==> src/rtl/ex_hilo_muldiv.sv <==
// EX-stage multiply/divide unit owning the architectural HI/LO registers.
// Multi-cycle MULT/MULTU, 32-step restoring DIV/DIVU, and MTHI/MTLO/MFHI/MFLO service.
module ex_hilo_muldiv #(
    parameter int MUL_CYCLES = 2
) (
    input  logic        clock,
    input  logic        reset,
    input  logic        Valid_in,
    input  logic        Flush_in,
    input  logic        Mult_in,
    input  logic        Multu_in,
    input  logic        Div_in,
    input  logic        Divu_in,
    input  logic        Mthi_in,
    input  logic        Mtlo_in,
    input  logic        Mfhi_in,
    input  logic        Mflo_in,
    input  logic [31:0] Operand_a,
    input  logic [31:0] Operand_b,
    output logic        Stall_out,
    output logic [31:0] Move_data_out,
    output logic [31:0] Hi_out,
    output logic [31:0] Lo_out,
    output logic        Div_by_zero,
    output logic        Busy
);

    typedef enum logic [1:0] {S_IDLE, S_MUL, S_DIV, S_DIV_FIX} state_t;

    localparam logic [4:0] MUL_CNT_INIT = 5'(MUL_CYCLES - 1);

    state_t      state_q;
    logic [31:0] hi_q, lo_q;
    logic [31:0] opa_q;      // multiplicand, or dividend/quotient shift register
    logic [31:0] opb_q;      // multiplier, or divisor magnitude
    logic [31:0] rem_q;
    logic [4:0]  cnt_q;
    logic        signed_q;
    logic        neg_quo_q, neg_rem_q;

    logic        idle, req_div, req_mul, req_any, b_zero;
    logic        start_div, start_mul, own_op;
    logic [63:0] mul_a_ext, mul_b_ext, product;
    logic [32:0] rem_shift, diff;
    logic [31:0] abs_a, abs_b, quo_fix, rem_fix;

    assign idle    = (state_q == S_IDLE);
    assign req_div = Div_in | Divu_in;
    assign req_mul = Mult_in | Multu_in;
    assign req_any = req_div | req_mul | Mthi_in | Mtlo_in | Mfhi_in | Mflo_in;
    assign b_zero  = (Operand_b == 32'd0);

    assign start_div = idle & Valid_in & ~Flush_in & req_div & ~b_zero;
    assign start_mul = idle & Valid_in & ~Flush_in & ~req_div & req_mul;

    // DIV has priority over DIVU, so Div_in alone selects signed handling.
    assign abs_a = (Div_in & Operand_a[31]) ? -Operand_a : Operand_a;
    assign abs_b = (Div_in & Operand_b[31]) ? -Operand_b : Operand_b;

    // Sign-extending into 64 bits lets one unsigned multiply serve both MULT and MULTU.
    assign mul_a_ext = {{32{signed_q & opa_q[31]}}, opa_q};
    assign mul_b_ext = {{32{signed_q & opb_q[31]}}, opb_q};
    assign product   = mul_a_ext * mul_b_ext;

    assign rem_shift = {rem_q, opa_q[31]};
    assign diff      = rem_shift - {1'b0, opb_q};

    assign quo_fix = neg_quo_q ? -opa_q : opa_q;
    assign rem_fix = neg_rem_q ? -rem_q : rem_q;

    // On the final cycle the held instruction is the running op itself; anything else must wait.
    assign own_op = (state_q == S_MUL) ? req_mul : req_div;

    always_comb begin
        Stall_out = 1'b0;
        if (!reset && !Flush_in) begin
            case (state_q)
                S_IDLE:    Stall_out = start_div | start_mul;
                S_MUL:     Stall_out = (cnt_q != 5'd0) | (Valid_in & req_any & ~own_op);
                S_DIV:     Stall_out = 1'b1;
                S_DIV_FIX: Stall_out = Valid_in & req_any & ~own_op;
                default:   Stall_out = 1'b0;
            endcase
        end
    end

    assign Div_by_zero   = ~reset & idle & Valid_in & ~Flush_in & req_div & b_zero;
    assign Move_data_out = Mfhi_in ? hi_q : (Mflo_in ? lo_q : 32'd0);
    assign Hi_out        = hi_q;
    assign Lo_out        = lo_q;
    assign Busy          = ~idle;

    always_ff @(posedge clock) begin
        if (reset) begin
            state_q   <= S_IDLE;
            hi_q      <= 32'd0;
            lo_q      <= 32'd0;
            opa_q     <= 32'd0;
            opb_q     <= 32'd0;
            rem_q     <= 32'd0;
            cnt_q     <= 5'd0;
            signed_q  <= 1'b0;
            neg_quo_q <= 1'b0;
            neg_rem_q <= 1'b0;
        end else if (Flush_in) begin
            state_q <= S_IDLE;
            cnt_q   <= 5'd0;
        end else begin
            case (state_q)
                S_IDLE: begin
                    if (start_div) begin
                        opa_q     <= abs_a;
                        opb_q     <= abs_b;
                        rem_q     <= 32'd0;
                        signed_q  <= Div_in;
                        neg_quo_q <= Div_in & (Operand_a[31] ^ Operand_b[31]);
                        neg_rem_q <= Div_in & Operand_a[31];
                        cnt_q     <= 5'd31;
                        state_q   <= S_DIV;
                    end else if (start_mul) begin
                        opa_q    <= Operand_a;
                        opb_q    <= Operand_b;
                        signed_q <= Mult_in;
                        cnt_q    <= MUL_CNT_INIT;
                        state_q  <= S_MUL;
                    end else if (Valid_in && !req_div && !req_mul) begin
                        if (Mthi_in) begin
                            hi_q <= Operand_a;
                        end else if (Mtlo_in) begin
                            lo_q <= Operand_a;
                        end
                    end
                end
                S_MUL: begin
                    if (cnt_q == 5'd0) begin
                        hi_q    <= product[63:32];
                        lo_q    <= product[31:0];
                        state_q <= S_IDLE;
                    end else begin
                        cnt_q <= cnt_q - 5'd1;
                    end
                end
                S_DIV: begin
                    if (!diff[32]) begin
                        rem_q <= diff[31:0];
                        opa_q <= {opa_q[30:0], 1'b1};
                    end else begin
                        rem_q <= rem_shift[31:0];
                        opa_q <= {opa_q[30:0], 1'b0};
                    end
                    if (cnt_q == 5'd0) begin
                        state_q <= S_DIV_FIX;
                    end else begin
                        cnt_q <= cnt_q - 5'd1;
                    end
                end
                S_DIV_FIX: begin
                    lo_q    <= quo_fix;
                    hi_q    <= rem_fix;
                    state_q <= S_IDLE;
                end
                default: state_q <= S_IDLE;
            endcase
        end
    end

endmodule

==> config.mk <==
export PLATFORM = sky130hd
export DESIGN_NAME = ex_hilo_muldiv
export DESIGN_NICKNAME = d
export VERILOG_FILES = /design/src/rtl/ex_hilo_muldiv.sv
export SDC_FILE = /design/constraint.sdc
export NUM_CORES = 2
export LEC_CHECK = 0
export CAP_MARGIN = 0
export CORE_MARGIN = 2
export CORE_UTILIZATION = 51
export DETAILED_ROUTE_END_ITERATION = 8
export GPL_ROUTABILITY_DRIVEN = 0
export PLACE_DENSITY = 0.68
export RECOVER_POWER = 100
export SLEW_MARGIN = 20
export SYNTH_ARGS = -nofsm -noshare
export SYNTH_HDL_FRONTEND = slang
export SYNTH_SLANG_ARGS = --single-unit
==> constraint.sdc <==
create_clock -name clock -period 9.1 [get_ports clock]
set_clock_uncertainty 0.2 [all_clocks]
set_input_delay 0.91 -clock clock [delete_from_list [all_inputs] [get_ports clock]]
set_output_delay 0.91 -clock clock [all_outputs]
set_load 0.01 [all_outputs]
==> key figures <==
Worst setup path
  – Worst setup EP type: flop
  – CP max stage cell: dfxtp_1
  – Crit path kind: reg2reg
  – R2r setup slk: 0.24 ns
  – Worst r2r path cells: 25
  – Crit-path max FO: 20
  – CP peak stage delay: 0.68 ns
  – R2R Path End: Hi_out[30]
  – Worst r2r src: opb_q[9]
  – Worst path most repeated cell: fa_1
  – Launching element type of the critical path: flop
  – Req. time, crit path: 9.30 ns
  – WP data arrival: 9.06 ns

Logic synthesis
  – Ys async rst share: 0%
  – Yosys warns: 0
  – Syn Nets: 7346
  – Cells after Synth: 5889
  – Synth top area share: 45.0%
  – Number of library cell types mapped by synthesis: 74
  – Top cells by area, synth: fa_1 45%, inv_1 8.9%, nand2_1 7.1%
  – Commonest register cell after synthesis: dfxtp_1
  – Register area share after synthesis: 6.80%
  – Post-synth EDFFs: 0
  – Synth Register Bits: 170
  – Mean Syn Cell Area: 8.50 um2
  – Area of the mapped netlist: 0.0500 mm2
  – Post-synth top area cell: fa_1

Clock tree
  – Post_cts resized: 0
  – Clock buffer depth: 2
  – # hold bufs at CTS: 0
  – CTS tree: built
  – H-Tree Depth: 4
  – Clock tree sinks: 170
  – Clock transition at path regs: 0.08 ns
  – Skew-Pair Late Insertion Delay: 0.51 ns
  – # Post-CTS Setup Buffers: 0
  – CTS root buf: clkbuf_16
  – CTS buffer count: 17

Timing
  – Slew @ Worst Pin: 2.53 ns
  – Final min period: 8.86 ns
  – Hold slack: 0.260 ns
  – Final period util: 97.4%
  – Unrepaired setup endpoints after global routing: yes
  – Final setup margin: 0.238 ns
  – FMAX: 113 MHz
  – Final setup fails: 0
  – Headroom to the max-slew limit: -68.4%
  – Slew Limit Fails: 104
  – Final hold violation count: 0

Detailed routing
  – Wire per inst: 23.1 um
  – DRC: 1
  – Pre-Repair DR Iteration Count: 9
  – Vias: 41500
  – Final wirelength: 166000 um
  – Drt first-iter violations: 4147
  – Antenna-violating nets left: 0
  – Via density: 5.80

Layout
  – Share of post-route cells with drive strength above 1: 4.33%
  – Final nets: 7327
  – Area growth syn-to-layout: 8.00%

Die
  – IO Count: 175
  – Std cell rows: 114
  – CORE AREA: 0.0970 mm2
  – Initial core utilization: 51.6%
  – Die X: 317 um
  – Die area: 0.101 mm2
  – Die Span Y: 317 um

Place
  – # port buffers: 174
  – HPWL after DPL: 135000 um
  – Placement Setup Slack: 0.0469 ns

Pwr
  – Worst VDD drop: 0.000159 V
  – Leakage: 25.5 nW
  – PD cells: 58.6 mW/mm2
  – Design Power: 3.17 mW

GRT
  – Total gr overflow: 0
  – Maximum number of pins on one net before global-route repair: 66
  – Vias in the first global route: 43200
  – First-pass GRT wire length: 257000 um
  – GRT Total Usage: 34.0%
  – Antenna violations before repair: 7

Flow run
  – Number of max-cap violations: 2

Hold path
  – Hold depth: 2
  – Hold path endpoint: neg_quo_q
  – HP Start: neg_quo_q
  – Min-Delay Path Class: reg2reg

Run status
  – Status: complete, but fails checks
  – Failing checks: design-rule violations, max-capacitance violations, max-slew violations
per-layer routing:
layer	GRT usage [%]	wire [um]	vias to the layer above
met1	42.9	61400	20900
met2	54.6	76500	2144
met4	16.9	9990	4
met5	0	29	-
met3	8.45	17700	537
li1	-	-	17900
layout make-up:
cell class	instances	area (um2)
Antenna cell	4	10.0
Timing Repair Buffer	342	3120
Clock buffer	17	425
Multi-Input combinational cell	4152	40800
Clock inverter	15	201
Sequential cell	170	3430
Tap cell	1276	1600
Inverter	1187	4460
Fill cell	8945	43000
flip-flops by register name, indices dropped and copies added, names as in the netlist:
signal     flops
Hi_out        32
Lo_out        32
cnt_q          5
neg_quo_q      1
neg_rem_q      1
opa_q         32
opb_q         32
rem_q         32
signed_q       1
state_q        2
cell usage after synthesis, drive strengths merged (23+ instances only):
library cell	instances
nand3	61
o21ai	171
xnor2	145
nor3	73
nand4	23
dfxtp	170
and2	302
o31ai	45
a211oi	54
ha	255
a21oi	174
a221o	26
and3	36
xor2	67
or3	24
nand2	952
nor2	261
nand2b	29
clkbuf	328
fa	1126
inv	1186
buf	52
a21o	33
how the worst max path moves through the flow:
stage	from	to	slack, ns	cells past startpoint
floorplan	opa_q[31]	Hi_out[28]	0.96	28
global placement	opb_q[10]	Hi_out[23]	0.13	25
detailed placement	opb_q[18]	Hi_out[25]	0.05	24
CTS	opb_q[18]	Hi_out[25]	0.001	24
global route	opa_q[31]	Hi_out[25]	-0.02	25
finish	opb_q[9]	Hi_out[30]	0.24	25
cell families (layout without fill, tap and decap cells):
group	after synthesis	count (layout)	share of synthesized area, %
AND/OR/NAND/NOR	1832	1832	16.6
buffers and inverters	1567	1561	11.8
adder cells (fa/ha/maj)	1381	1381	51.4
AO/OA/AOI/OAI	719	719	9.50
XOR/XNOR	212	212	3.71
flip-flops	170	170	6.80
multiplexers	8	8	0.160
other	0	4	0
per-stage QoR:
stage / utilization, % / instances / TNS (ns) / instance area, um2
2_1_floorplan: - / 5889 / 0 / 50000
3_3_place_gp: 55.0 / 7127 / 0 / 53400
3_5_place_dp: 55.0 / 7127 / 0 / 53400
4_1_cts: 55.7 / 7159 / 0 / 54000
5_1_grt: 55.7 / 7160 / -0.0299 / 54000
6_report: 55.7 / 7163 / 0 / 54000
cells in the final DEF (no fill, tap or decap), types with 13 or more instances in the layout:
cell and count:
a211oi_1 54, a21o_1 33, a21oi_1 173, a221o_1 26
a221oi_1 14, a311oi_1 13, a31oi_1 19, and2_1 300
and3_1 35, buf_4 147, clkbuf_16 17, clkdlybuf4s50_1 72
dfxtp_1 150, dfxtp_2 20, dlygate4sd3_1 99, fa_1 1126
ha_1 253, inv_1 1186, nand2_1 952, nand2b_1 28
nand3_1 61, nand4_1 23, nor2_1 258, nor3_1 73
nor4_1 15, o21a_1 16, o21ai_0 167, o21bai_1 20
o311ai_0 19, o31ai_1 43, o41ai_1 16, or2_2 16
or3_1 23, or4_1 15, xnor2_1 144, xor2_1 66
critical path, delay by kind of cell (launching register included):
kind,cells,cell delay (ns)
AO/OA/AOI/OAI,5,1.79
adder cells (fa/ha/maj),9,4.42
buffers and inverters,6,0.80
multiplexers,1,0.23
AND/OR/NAND/NOR,4,0.62
flip-flops,1,0.68
report_power, final:
part	switching [mW]	total (mW)	internal, mW
combinational	0.962	1.48	0.517
sequential	0.0933	0.868	0.775
clock	0.439	0.820	0.381
total	1.49	3.17	1.67
Power figures use the tool's default switching activity.
